**src/rtl/seg7_pkg.sv**
```systemverilog
// Shared definitions for the 7-segment display path: segment bit order,
// digit patterns and the readback FSM state type.
package seg7_pkg;

  // Position of each segment on the 7-bit bus {a,b,c,d,e,f,g}
  localparam int SEG_BIT_A = 6;
  localparam int SEG_BIT_B = 5;
  localparam int SEG_BIT_C = 4;
  localparam int SEG_BIT_D = 3;
  localparam int SEG_BIT_E = 2;
  localparam int SEG_BIT_F = 1;
  localparam int SEG_BIT_G = 0;

  // Places individual segment states at their bus positions
  function automatic logic [6:0] seg_of(input logic a, input logic b, input logic c,
                                        input logic d, input logic e, input logic f,
                                        input logic g);
    logic [6:0] p;
    p = '0;
    p[SEG_BIT_A] = a;
    p[SEG_BIT_B] = b;
    p[SEG_BIT_C] = c;
    p[SEG_BIT_D] = d;
    p[SEG_BIT_E] = e;
    p[SEG_BIT_F] = f;
    p[SEG_BIT_G] = g;
    return p;
  endfunction

  localparam logic [6:0] SEG_0 = seg_of(1'b1, 1'b1, 1'b1, 1'b1, 1'b1, 1'b1, 1'b0); // 7E
  localparam logic [6:0] SEG_1 = seg_of(1'b0, 1'b1, 1'b1, 1'b0, 1'b0, 1'b0, 1'b0); // 30
  localparam logic [6:0] SEG_2 = seg_of(1'b1, 1'b1, 1'b0, 1'b1, 1'b1, 1'b0, 1'b1); // 6D
  localparam logic [6:0] SEG_3 = seg_of(1'b1, 1'b1, 1'b1, 1'b1, 1'b0, 1'b0, 1'b1); // 79
  localparam logic [6:0] SEG_4 = seg_of(1'b0, 1'b1, 1'b1, 1'b0, 1'b0, 1'b1, 1'b1); // 33
  localparam logic [6:0] SEG_5 = seg_of(1'b1, 1'b0, 1'b1, 1'b1, 1'b0, 1'b1, 1'b1); // 5B
  localparam logic [6:0] SEG_6 = seg_of(1'b1, 1'b0, 1'b1, 1'b1, 1'b1, 1'b1, 1'b1); // 5F
  localparam logic [6:0] SEG_7 = seg_of(1'b1, 1'b1, 1'b1, 1'b0, 1'b0, 1'b0, 1'b0); // 70
  localparam logic [6:0] SEG_8 = seg_of(1'b1, 1'b1, 1'b1, 1'b1, 1'b1, 1'b1, 1'b1); // 7F
  localparam logic [6:0] SEG_9 = seg_of(1'b1, 1'b1, 1'b1, 1'b1, 1'b0, 1'b1, 1'b1); // 7B
  localparam logic [6:0] SEG_A = seg_of(1'b1, 1'b1, 1'b1, 1'b0, 1'b1, 1'b1, 1'b1); // 77
  localparam logic [6:0] SEG_B = seg_of(1'b0, 1'b0, 1'b1, 1'b1, 1'b1, 1'b1, 1'b1); // 1F
  localparam logic [6:0] SEG_C = seg_of(1'b1, 1'b0, 1'b0, 1'b1, 1'b1, 1'b1, 1'b0); // 4E
  localparam logic [6:0] SEG_D = seg_of(1'b0, 1'b1, 1'b1, 1'b1, 1'b1, 1'b0, 1'b1); // 3D
  localparam logic [6:0] SEG_E = seg_of(1'b1, 1'b0, 1'b0, 1'b1, 1'b1, 1'b1, 1'b1); // 4F
  localparam logic [6:0] SEG_F = seg_of(1'b1, 1'b0, 1'b0, 1'b0, 1'b1, 1'b1, 1'b1); // 47

  typedef enum logic [1:0] {
    SCAN   = 2'd0,
    SETTLE = 2'd1,
    HOLD   = 2'd2
  } state_t;

endpackage

```
**src/rtl/seg7_a_nibble.sv**
```systemverilog
// Combinational segment pattern -> {valid, nibble} lookup.
// Define SEG_HEX_EN to also accept the A..F letter patterns.
module seg7_a_nibble
  import seg7_pkg::*;
(
  input  logic [6:0] seg,
  output logic       valid,
  output logic [3:0] nibble
);

  // Table lookup; anything outside the table (blank included) is rejected
  always_comb begin
    valid  = 1'b1;
    nibble = 4'h0;
    case (seg)
      SEG_0:   nibble = 4'h0;
      SEG_1:   nibble = 4'h1;
      SEG_2:   nibble = 4'h2;
      SEG_3:   nibble = 4'h3;
      SEG_4:   nibble = 4'h4;
      SEG_5:   nibble = 4'h5;
      SEG_6:   nibble = 4'h6;
      SEG_7:   nibble = 4'h7;
      SEG_8:   nibble = 4'h8;
      SEG_9:   nibble = 4'h9;
`ifdef SEG_HEX_EN
      SEG_A:   nibble = 4'hA;
      SEG_B:   nibble = 4'hB;
      SEG_C:   nibble = 4'hC;
      SEG_D:   nibble = 4'hD;
      SEG_E:   nibble = 4'hE;
      SEG_F:   nibble = 4'hF;
`else
`endif
      default: valid = 1'b0;
    endcase
  end

endmodule

```
**src/rtl/codificador_7seg_bcd.sv**
```systemverilog
// Multiplexed common-cathode 7-segment readback: synchronizes the display
// bus, waits for each digit strobe to settle, decodes it and latches the
// nibble. frame_done pulses once every digit has been captured.
// Optional macro SEG_HEX_EN (in seg7_a_nibble) enables A..F decoding.
module codificador_7seg_bcd
  import seg7_pkg::*;
#(
  parameter int N_DIG      = 4,
  parameter int STABLE_CYC = 8
) (
  input  logic               clk,
  input  logic               rst_n,
  input  logic [6:0]         seg,
  input  logic [N_DIG-1:0]   dig_en,
  output logic [4*N_DIG-1:0] bcd,
  output logic [N_DIG-1:0]   dig_valid,
  output logic               pat_err,
  output logic               frame_done
);

  localparam int SW = N_DIG + 7;
  localparam int CNT_W = (STABLE_CYC > 1) ? $clog2(STABLE_CYC) : 1;
  localparam logic [CNT_W-1:0] CNT_MAX = CNT_W'(STABLE_CYC - 1);
  localparam logic [SW-1:0] SYNC_RST = {{N_DIG{1'b1}}, 7'h00};

  logic [SW-1:0]    sync_p0, sync_p1, prev_p2;
  logic [CNT_W-1:0] cnt;
  state_t           state, state_nxt;
  logic [N_DIG-1:0] s_dig;
  logic [6:0]       s_seg;
  logic             sel_ok, changed, capture, cap_ok;
  logic             pat_ok;
  logic [3:0]       pat_nib;
  logic [N_DIG-1:0] valid_base, valid_set;

  // True when exactly one digit select is driven low
  function automatic logic one_low(input logic [N_DIG-1:0] en);
    logic [N_DIG-1:0] x;
    x = ~en;
    return (x != '0) && ((x & (x - N_DIG'(1))) == '0);
  endfunction

  assign {s_dig, s_seg} = sync_p1;
  assign changed        = (sync_p1 != prev_p2);
  assign sel_ok         = one_low(s_dig);
  assign cap_ok         = capture && pat_ok;
  assign valid_base     = frame_done ? '0 : dig_valid;
  assign valid_set      = valid_base | ~s_dig;

  seg7_a_nibble u_lut (
    .seg    (s_seg),
    .valid  (pat_ok),
    .nibble (pat_nib)
  );

  // p0/p1: two-flop synchronizer; p2: previous synchronized sample
  always_ff @(posedge clk or negedge rst_n) begin
    if (!rst_n) begin
      sync_p0 <= SYNC_RST;
      sync_p1 <= SYNC_RST;
      prev_p2 <= SYNC_RST;
    end else begin
      sync_p0 <= {dig_en, seg};
      sync_p1 <= sync_p0;
      prev_p2 <= sync_p1;
    end
  end

  // Stability counter: restarts on any change or bad select, saturates at the top
  always_ff @(posedge clk or negedge rst_n) begin
    if (!rst_n) begin
      cnt <= '0;
    end else if (changed || !sel_ok) begin
      cnt <= '0;
    end else if (cnt != CNT_MAX) begin
      cnt <= cnt + CNT_W'(1);
    end
  end

  // FSM state register
  always_ff @(posedge clk or negedge rst_n) begin
    if (!rst_n) state <= SCAN;
    else        state <= state_nxt;
  end

  // Next state and capture strobe; capture also needs the current sample unchanged
  always_comb begin
    state_nxt = state;
    capture   = 1'b0;
    case (state)
      SCAN:    if (sel_ok) state_nxt = SETTLE;
      SETTLE: begin
        if (!sel_ok) begin
          state_nxt = SCAN;
        end else if (!changed && cnt == CNT_MAX) begin
          capture   = 1'b1;
          state_nxt = HOLD;
        end
      end
      HOLD:    if (changed) state_nxt = SCAN;
      default: state_nxt = SCAN;
    endcase
  end

  // Capture outputs: latch nibble, track captured digits, raise one-cycle pulses
  always_ff @(posedge clk or negedge rst_n) begin
    if (!rst_n) begin
      bcd        <= '0;
      dig_valid  <= '0;
      pat_err    <= 1'b0;
      frame_done <= 1'b0;
    end else begin
      pat_err    <= capture && !pat_ok;
      frame_done <= cap_ok && (valid_set == '1);
      dig_valid  <= cap_ok ? valid_set : valid_base;
      if (cap_ok) begin
        for (int i = 0; i < N_DIG; i++) begin
          if (!s_dig[i]) bcd[4*i +: 4] <= pat_nib;
        end
      end
    end
  end

endmodule

```
**config.mk**
```make
export PLATFORM = sky130hd
export DESIGN_NAME = codificador_7seg_bcd
export DESIGN_NICKNAME = d
export VERILOG_FILES = /design/src/rtl/seg7_pkg.sv /design/src/rtl/seg7_a_nibble.sv /design/src/rtl/codificador_7seg_bcd.sv
export SDC_FILE = /design/constraint.sdc
export NUM_CORES = 1
export LEC_CHECK = 0
export CAP_MARGIN = 15
export CELL_PAD_IN_SITES_DETAIL_PLACEMENT = 1
export CELL_PAD_IN_SITES_GLOBAL_PLACEMENT = 1
export CORE_MARGIN = 2
export CORE_UTILIZATION = 40
export CTS_CLUSTER_SIZE = 14
export DETAILED_ROUTE_END_ITERATION = 16
export PLACE_DENSITY_LB_ADDON = 0.1
export SYNTH_ARGS = -nofsm -noshare
export SYNTH_HDL_FRONTEND = slang
export SYNTH_SLANG_ARGS = --single-unit
export TNS_END_PERCENT = 5
```
**constraint.sdc**
```tcl
create_clock -name clk -period 2.1 [get_ports clk]
set_input_delay 0.42 -clock clk [delete_from_list [all_inputs] [get_ports clk]]
set_output_delay 0.42 -clock clk [all_outputs]
set_load 0.01 [all_outputs]
```
Word level (Yosys, flattened, before mapping)
Cells that the tools add are included.
{"block": "word_totals", "output_inout_bits": 22, "inputBits": 13, "wordCells": 73, "register_bits": 60}
{"block": "classes", "bitwise_logic": 7, "n_eq_ne": 19, "add_sub_neg": 2, "reduce_logical": 19, "muxes": 14}
{"op": "7-bit equality test (second input constant)", "count": 8}
{"op": "4-bit one-hot mux with 9 select lines", "count": 1}
{"op": "7-bit by 6-bit equality test with 1-bit output (second input constant)", "count": 2}
{"op": "11-bit != test", "count": 1}
{"op": "10-bit OR reduction", "count": 1}
{"op": "2-bit two-way mux", "count": 4}
{"op": "4-bit two-way mux", "count": 2}
{"op": "2-bit AND reduction", "count": 4}
{"op": "3-bit two-way mux", "count": 2}
{"op": "3-bit != test (second input constant)", "count": 2}
{"op": "2-bit one-hot mux with 3 select lines", "count": 1}
{"op": "1-bit logical AND", "count": 5}
{"op": "4-bit AND", "count": 1}
{"op": "4-bit equality test (second input constant)", "count": 1}
{"op": "4-bit zero test", "count": 1}
{"op": "1-bit two-way mux", "count": 4}
{"op": "2-bit != test (second input constant)", "count": 2}
{"op": "1-bit NOT", "count": 4}
{"op": "4-bit NOT", "count": 1}
{"op": "4-bit bitwise OR", "count": 1}
{"op": "4-bit nonzero test", "count": 1}
{"op": "4-bit by 1-bit subtractor with 4-bit output (second input constant)", "count": 1}
{"op": "3-bit by 1-bit adder with 3-bit output (second input constant)", "count": 1}
{"op": "3-bit equality test (second input constant)", "count": 1}
{"op": "7 further kinds", "count": 9}

Longest topological paths before layout
{"block": "logic_depth", "depth_word": 9, "depth_mapped": 7, "mapped_depth_nobuf": 6}

Hierarchy
Synthesis repeated with hierarchy kept, for this count alone.
{"block": "hier_totals", "hier_cells": 167, "area_unflattened_um2": 2448.6}
{"mod": "codificador_7seg_bcd", "seq_area_each_um2": 1516.5, "instances": 1, "cells_each": 135, "area_each_um2": 2204.6}
{"mod": "seg7_a_nibble", "seq_area_each_um2": 0.0, "instances": 1, "cells_each": 32, "area_each_um2": 244.0}

Worst setup path after synthesis
No wires, ideal clock.
{"block": "synth_timing", "path_type": "flip-flop to flip-flop", "start": "register sync_p1[10]", "end": "register bcd[0]", "stages_incl_launch_ff": 6, "setup_slack_ns": -0.124, "synth_period_minus_slack_ns": 2.224, "n_path_buf": 0, "arrival_time_ns": 2.099, "cell_sequence": "dfstp_2 > xor2_1 > nor4_1 > nand3_2 > a2111oi_4 > mux2_2"}
{"block": "synth_via", "elab_chain_cells": 9}
{"element": "start: declaration", "line": "codificador_7seg_bcd.sv:26", "rtl": "logic [SW-1:0] sync_p0, sync_p1, prev_p2;"}
{"element": "start signal: assignment", "line": "codificador_7seg_bcd.sv:64", "rtl": "sync_p1 <= sync_p0;"}
{"element": "4-bit NOT", "line": "codificador_7seg_bcd.sv:39", "rtl": "x = ~en;"}
{"element": "4-bit by 1-bit subtractor with 4-bit output", "line": "codificador_7seg_bcd.sv:40", "rtl": "return (x != '0) && ((x & (x - N_DIG'(1))) == '0);"}
{"element": "4-bit AND", "line": "codificador_7seg_bcd.sv:40"}
{"element": "4-bit zero test", "line": "codificador_7seg_bcd.sv:40"}
{"element": "1-bit logical AND", "line": "codificador_7seg_bcd.sv:40"}
{"element": "1-bit two-way mux (*)", "line": "codificador_7seg_bcd.sv:93", "rtl": "if (!sel_ok) begin"}
{"element": "1-bit two-way mux (*)", "line": "codificador_7seg_bcd.sv:90", "rtl": "case (state)"}
{"element": "1-bit logical AND (*)", "line": "codificador_7seg_bcd.sv:46", "rtl": "assign cap_ok = capture && pat_ok;"}
{"element": "2-bit AND reduction (no line) (*)"}
{"element": "end signal: indexed assignment", "line": "codificador_7seg_bcd.sv:118", "rtl": "if (!s_dig[i]) bcd[4*i +: 4] <= pat_nib;"}
{"element": "end: declaration", "line": "codificador_7seg_bcd.sv:15", "rtl": "output logic [4*N_DIG-1:0] bcd,"}
Mark *: on every way between the ends. The rest lies on a longest branch, timed or not.
A chain may end at the register's enable or synchronous reset.

Final worst setup path
{"block": "layout_timing", "start": "register sync_p1[9]", "end": "register bcd[15]"}
Same word-level chain as after synthesis.

==> impl_metrics.env <==
export IMPL_status="finished, violations left"
export IMPL_violations="negative setup slack"
export IMPL_numClockSinks=60
export IMPL_cts_made_buffers=9
export IMPL_path_clk_slew_ps=60
export IMPL_drive_gt1_frac=0.426
export IMPL_fin_cells=317
export IMPL_totalWireLength_mm=5.34
export IMPL_finalWorstSetupSlack_ps=-154
export IMPL_die_h_um=81.2
export IMPL_cp_start_kind="register"
export IMPL_clk_latency_ps=330
export IMPL_drtAntennaViolNets=0
export IMPL_yosysSeqAreaShare=0.637
export IMPL_grt_overflow=0
export IMPL_slew_headroom=0.570
export IMPL_viasPerCell=4.94
export IMPL_h_tree_depth=3
export IMPL_grt_use_total=0.184
export IMPL_fillers=577
export IMPL_clk_path_buf_depth=2
export IMPL_tightest_slew_ps=640
export IMPL_pwr_share_seq=0.540
export IMPL_hold_path_class="input port to async pin"
export IMPL_grt_max_degree=26
export IMPL_synth_top_cell_area_share=0.504
export IMPL_synthTopCellsByArea="dfrtp_1 50%, dfstp_2 13%, mux2_2 5.7%"
export IMPL_core_um2=5850
export IMPL_synthesis_nets=177
export IMPL_cts_tree="done"
export IMPL_floorplan_initialDensity=0.407
export IMPL_fin_skew_ps=4.93
export IMPL_synthesis_area_um2=2380
export IMPL_yosysWarnings=0
export IMPL_io_buffers=34
export IMPL_synth_async_reset_ratio=1.00
export IMPL_arrival_ps=2470
export IMPL_hpwl_mm=3.84
export IMPL_num_rows=28
export IMPL_synth_largest_area_cell="dfrtp_1"
export IMPL_hold_violations=0
export IMPL_synth_cells=162
export IMPL_p_int_uw=1760
export IMPL_yosysMostFrequentCell="dfrtp_1"
export IMPL_fmax_mhz=444
export IMPL_synth_common_cells="48 x dfrtp_1, 14 x xor2_1, 12 x dfstp_2, 12 x mux2_2, 9 x nor2_1"
export IMPL_avgSynthCellArea_um2=14.7
export IMPL_cp_startpoint="sync_p1[9]"
export IMPL_timing_final_crit_share=1.07
export IMPL_root_buffer="clkbuf_8"
export IMPL_crit_fanout=8
export IMPL_p_switching_uw=526
export IMPL_antenna_found_initial=0
export IMPL_fin_crit_ps=2250
export IMPL_total_power_uw=2290
export IMPL_ys_flop_type="dfrtp_1"
export IMPL_r2r_start="sync_p1[9]"
export IMPL_cap_viol_max_count=0
export IMPL_finalMaxSlewViolations=0
export IMPL_io_pins=35
export IMPL_diodes=0
export IMPL_critical_path_class="register to register"
export IMPL_ys_ff_latch=60
export IMPL_die_area_um2=6590
export IMPL_grt_pass1_vias=1710
export IMPL_switching_share=0.229
export IMPL_die_w_um=81.2
export IMPL_fin_area_um2=3330
export IMPL_hold_buffers=0
export IMPL_combPwrFrac=0.063
export IMPL_synth_edf_count=0
export IMPL_placedCellCount=293
export IMPL_setup_violations_final=18
export IMPL_pre_cts_ws_ps=-196
export IMPL_endpoint_kind="register"
export IMPL_leakagePower_uw=0.00144
export IMPL_ys_types=37
export IMPL_vias=1567
export IMPL_vdd_drop_max_mv=0.449
export IMPL_grt_pass1_wl_mm=8.66
export IMPL_firstDrtPassIters=4
export IMPL_wire_per_inst_um=16.8
export IMPL_multi_input_area_um2=903
export IMPL_drt_iter0_markers=47
export IMPL_drc=0
export IMPL_register_area_um2=1520
export IMPL_nets=252
export IMPL_rsz0062_at_grt="true"
export IMPL_worst_ep_required_time_ps=2320
export IMPL_p_per_area_nw_per_um2=688
export IMPL_tns_ps=-2010
export IMPL_gp_congestion=0.824
export IMPL_syn2layout_area_growth_pct=39.9
export IMPL_post_dp_cell_area_um2=3010
export IMPL_p_clk_frac=0.398
## power groups by stage
| stage | registers, uW | clock network [uW] | logic, uW |
|---|---|---|---|
| 4_1_cts | 1230 | 949 | 136 |
| 6_report | 1240 | 911 | 143 |
| 3_3_place_gp | 1250 | 0 | 129 |
| 3_5_place_dp | 1250 | 0 | 133 |
| 2_1_floorplan | 1240 | 0 | 52.6 |
| 5_1_grt | 1240 | 996 | 158 |
## layer usage
| layer | track usage | vias to the layer above | wire, um | share of wire |
|---|---|---|---|---|
| li1 | - | 730 | - | - |
| met1 | 0.240 | 801 | 2450 | 0.46 |
| met2 | 0.283 | 27 | 2600 | 0.49 |
| met3 | 0.0411 | 9 | 174 | 0.033 |
| met4 | 0.102 | 0 | 112 | 0.021 |
| met5 | 0 | - | 0 | 0 |
## cell type report
cell class / instances / share of cell area
Multi-Input combinational cell: 93 / 0.271
Sequential cell: 60 / 0.457
Clock inverter: 2 / 0.00301
Inverter: 5 / 0.00563
Tap cell: 75 / 0.0282
Clock buffer: 14 / 0.0488
Timing Repair Buffer: 68 / 0.186
## state kept, by name, indices dropped and copies added (netlist names)
| name | count |
|---|---|
| cnt | 3 |
| state | 2 |
| dig_valid | 4 |
| bcd | 16 |
| frame_done | 1 |
| pat_err | 1 |
| sync_p1 | 11 |
| prev_p2 | 11 |
| sync_p0 | 11 |
## logic make-up (layout without fill, tap and decap cells)
logic type | Yosys count | after routing | synth area share
XOR/XNOR | 15 | 15 | 0.0552
AO/OA/AOI/OAI | 23 | 23 | 0.114
multiplexers | 14 | 14 | 0.0652
AND/OR/NAND/NOR | 39 | 39 | 0.101
buffers and inverters | 9 | 89 | 0.0168
adder cells (fa/ha/maj) | 2 | 2 | 0.0105
flip-flops | 60 | 60 | 0.637
## worst max-delay path: stages, from the launching register on
cell       delay, ps
dfstp_2          570
buf_6            120
xor2_1            70
nor4_2           290
nand3_2          140
buf_12           160
a2111oi_4        290
buf_4            180
mux2_2           320
## per-stage QoR
stage | hold slack, ps | utilization
5_1_grt | 105 | 0.569
3_3_place_gp | 331 | 0.514
6_report | 74.9 | 0.569
3_5_place_dp | 336 | 0.514
2_1_floorplan | 124 | -
4_1_cts | 75.3 | 0.550
## final timing paths
check                                  end  slack (ps)  cells after the start
worst min-delay path            prev_p2[2]          70                      1
worst min register to register  sync_p1[1]         350                      0
worst max-delay path               bcd[15]        -150                      8
min in group clk                sync_p1[1]         350                      0
worst max register to register     bcd[15]        -150                      8
max in group asynchronous       sync_p1[9]        1360                      2
## cells in the final DEF, fill, tap and decap left out, types with 3 or more instances in the layout
cell	n
buf_4	31
nor2_1	9
clkbuf_8	11
clkdlybuf4s50_1	33
a21boi_0	4
a21o_2	4
nor4_2	3
mux2_2	6
nand2_1	4
o32ai_1	4
mux2_4	6
dfrtp_1	43
a21oi_1	3
xor2_1	14
dfrtp_2	5
dfstp_2	12
a2111oi_4	4
inv_1	5
clkbuf_1	3
## repair_timing
action	CTS	global route
buffers inserted	1	7
gates resized for setup	8	15
endpoints found under the setup margin	19	21
pin swaps	1	7
Note: power is estimated with default switching activity, not from simulation.
==> RTL edit (same flow settings) <==
Put one more register stage on the output `bcd`. The value now appears one clock later. The other outputs are not delayed to match.
--- a/src/rtl/codificador_7seg_bcd.sv
+++ b/src/rtl/codificador_7seg_bcd.sv
@@ -22,6 +22,8 @@
   localparam int CNT_W = (STABLE_CYC > 1) ? $clog2(STABLE_CYC) : 1;
   localparam logic [CNT_W-1:0] CNT_MAX = CNT_W'(STABLE_CYC - 1);
   localparam logic [SW-1:0] SYNC_RST = {{N_DIG{1'b1}}, 7'h00};
+
+  logic [4*N_DIG-1:0] bcd_s0;
 
   logic [SW-1:0]    sync_p0, sync_p1, prev_p2;
   logic [CNT_W-1:0] cnt;
@@ -105,7 +107,7 @@
   // Capture outputs: latch nibble, track captured digits, raise one-cycle pulses
   always_ff @(posedge clk or negedge rst_n) begin
     if (!rst_n) begin
-      bcd        <= '0;
+      bcd_s0     <= '0;
       dig_valid  <= '0;
       pat_err    <= 1'b0;
       frame_done <= 1'b0;
@@ -115,11 +117,15 @@
       dig_valid  <= cap_ok ? valid_set : valid_base;
       if (cap_ok) begin
         for (int i = 0; i < N_DIG; i++) begin
-          if (!s_dig[i]) bcd[4*i +: 4] <= pat_nib;
+          if (!s_dig[i]) bcd_s0[4*i +: 4] <= pat_nib;
         end
       end
     end
   end
 
+  always_ff @(posedge clk) begin
+    bcd <= bcd_s0;
+  end
+
 endmodule
 
Behaviour: same outputs for any inputs over 10 cycles, from zero or initial values and one cycle with rst_n low; that may be too few to reach the edited logic, so the function may still have changed.
==> RTL edit against the unedited design <==
The run still ends with setup timing left; total power is 23% higher; via count is 8.2% higher; die area is 13% higher; global-route usage is 1.6 points lower; count of clock-buffer cells in the layout is 2 lower; design area is 13% higher; synthesized area is 14% higher; sequential cell count is 16 higher; routed wire length is 6.7% higher; worst setup slack better by 0.0055 ns.
==> RTL edit: results (changes against the unedited design) <==
[status]
status = finished with violations
violations = setup timing

[synth]
yosysWarnings = 0  ; unchanged
async_flop_share = 0.7895  ; -0.2105
synthAdderAreaFrac = 0.009251  ; -0.001259
syn_inst = 178  ; +9.9%
ys_seq_area_frac = 0.6790  ; +0.04211
synth_compound_area_frac = 0.1004  ; -0.01366
synth-xor-area-share = 0.04857  ; -0.006610
synth_commonest_cells = 48 x dfrtp_1, 16 x dfxtp_1, 14 x xor2_1
synthTopCellsByArea = dfrtp_1 44%, dfxtp_1 12%, dfstp_2 12%
synthMuxAreaShare = 0.05735  ; -0.007806
synth.distinct_cells = 38  ; +2.7%
synth_nets = 193  ; +9.0%

[timing]
fin_setup_tns_ns = -1.306  ; +0.7063 ns
setup_viol = 17  ; -1
fin_skew_ns = 0.009611  ; +0.004686 ns
fin_ws_ns = -0.1481  ; +0.005508 ns
max-slew-margin-rel = 0.5711  ; +0.001279

[setup_path]
critPathMaxStageDelay_ns = 0.59  ; +0.02 ns
worstReg2RegStart = sync_p1[7]
worstPathMaxFanout = 5  ; -3
crit_end = bcd_s0[10]
worst_r2r_path_depth = 6  ; -2
slowest_stage = dfstp_2

[placed_design]
place_congestion = 0.7744  ; -6.0%
dpl.cell_count = 319  ; +8.9%
dpl.hpwl_mm = 4.013  ; +4.5%
placed_area_um2 = 3379  ; +12%

[detailed_routing]
avgViaCountPerCell = 4.927  ; -0.32%
drt_iter0_drc = 31  ; -34%
wl_mm = 5.701  ; +6.7%
wl_per_cell_um = 16.57  ; -1.6%

[power_and_ir_drop]
vdd_drop_max_v = 0.0004367  ; -2.8%
p_leak_nw = 1.614  ; +12%
switching_share = 0.2186  ; -0.01092

[cells_and_area]
fillers = 637  ; +10%
diodes = 0  ; unchanged
layout-drive-gt1-share = 0.4382  ; +0.01258
nNetsFinal = 277  ; +9.9%

[global_routing]
antenna_found_initial = 0  ; unchanged
grt_start_max_net_pins = 29  ; +12%
track_usage = 0.1681  ; -0.01564
grt_pass1_wl_mm = 9.315  ; +7.6%
grt_pass1_vias = 1827  ; +6.8%

[clocking]
cts_made_buffers = 9  ; unchanged

[RTL edit: cell types whose count changed after synthesis]
cell	change
buf_6	+1
buf_4	-1
dfxtp_1	+16
[RTL edit: worst min path at each step]
stage,end,slack (ns),start,depth (start not counted)
finish,bcd_s0[7],0.05,rst_n,1
global route,bcd_s0[4],0.07,rst_n,1
CTS,bcd_s0[7],0.05,rst_n,1
detailed placement,sync_p1[6],0.34,sync_p0[6],0
global placement,sync_p1[4],0.33,sync_p0[4],0
floorplan,bcd_s0[0],0.12,rst_n,0
[RTL edit: power groups by stage]
stage | sequential (mW) | combinational (mW) | clock (mW)
floorplan | 1.55 | 0.0532 | 0
global placement | 1.55 | 0.142 | 0
detailed placement | 1.56 | 0.150 | 0
CTS | 1.53 | 0.158 | 1.15
global route | 1.53 | 0.186 | 1.22
finish | 1.53 | 0.168 | 1.11
[RTL edit: cell families after synthesis]
logic type,after synthesis
adders and majority gates,2
and+or+nand+nor,39
AOI/OAI and AO/OA,23
muxes,14
buffers and inverters,9
DFF,76
xor gates and xnor gates,15
[RTL edit: cell type report]
type                    instances  area (um2)  area share
clock inverters                 4       47.55     0.01262
multi-input cells              93       934.6      0.2480
repair buffers                 77       674.4      0.1790
well taps                      77       96.34     0.02556
clock buffers                  12       155.1     0.04117
inverters                       5       18.77    0.004980
flip-flops and latches         76        1842      0.4887
[RTL edit: what timing repair did]
action,4_1_cts,5_1_grt
pin swaps,2,14
setup buffers,4,5
resized for setup,7,18
endpoints found under the setup margin,20,24
hold buffers,0,0
[RTL edit: layer usage]
| layer | GRT usage | vias to the layer above | wire [um] |
|---|---|---|---|
| li1 | - | 791 | - |
| met1 | 0.2025 | 850 | 2344 |
| met2 | 0.2847 | 45 | 3051 |
| met3 | 0.03714 | 9 | 195 |
| met4 | 0.08523 | 0 | 109 |
| met5 | 0 | - | 0 |
[RTL edit: stage by stage]
| step | setup slack (ns) | total power, mW | hold WS (ns) |
|---|---|---|---|
| after floorplan | -0.05971 | 1.605 | 0.1244 |
| after global placement | -0.07974 | 1.695 | 0.3324 |
| after detailed placement | -0.1783 | 1.707 | 0.3363 |
| after CTS | -0.1718 | 2.839 | 0.05029 |
| after global routing | -0.2083 | 2.939 | 0.06526 |
| final | -0.1481 | 2.810 | 0.05020 |
[RTL edit: critical path, delay by kind of cell, from the launching register on]
kind,cells,cell delay (ns)
and+or+nand+nor,2,0.67
muxes,1,0.30
buffers and inverters,1,0.19
AOI/OAI and AO/OA,2,0.38
DFF,1,0.59
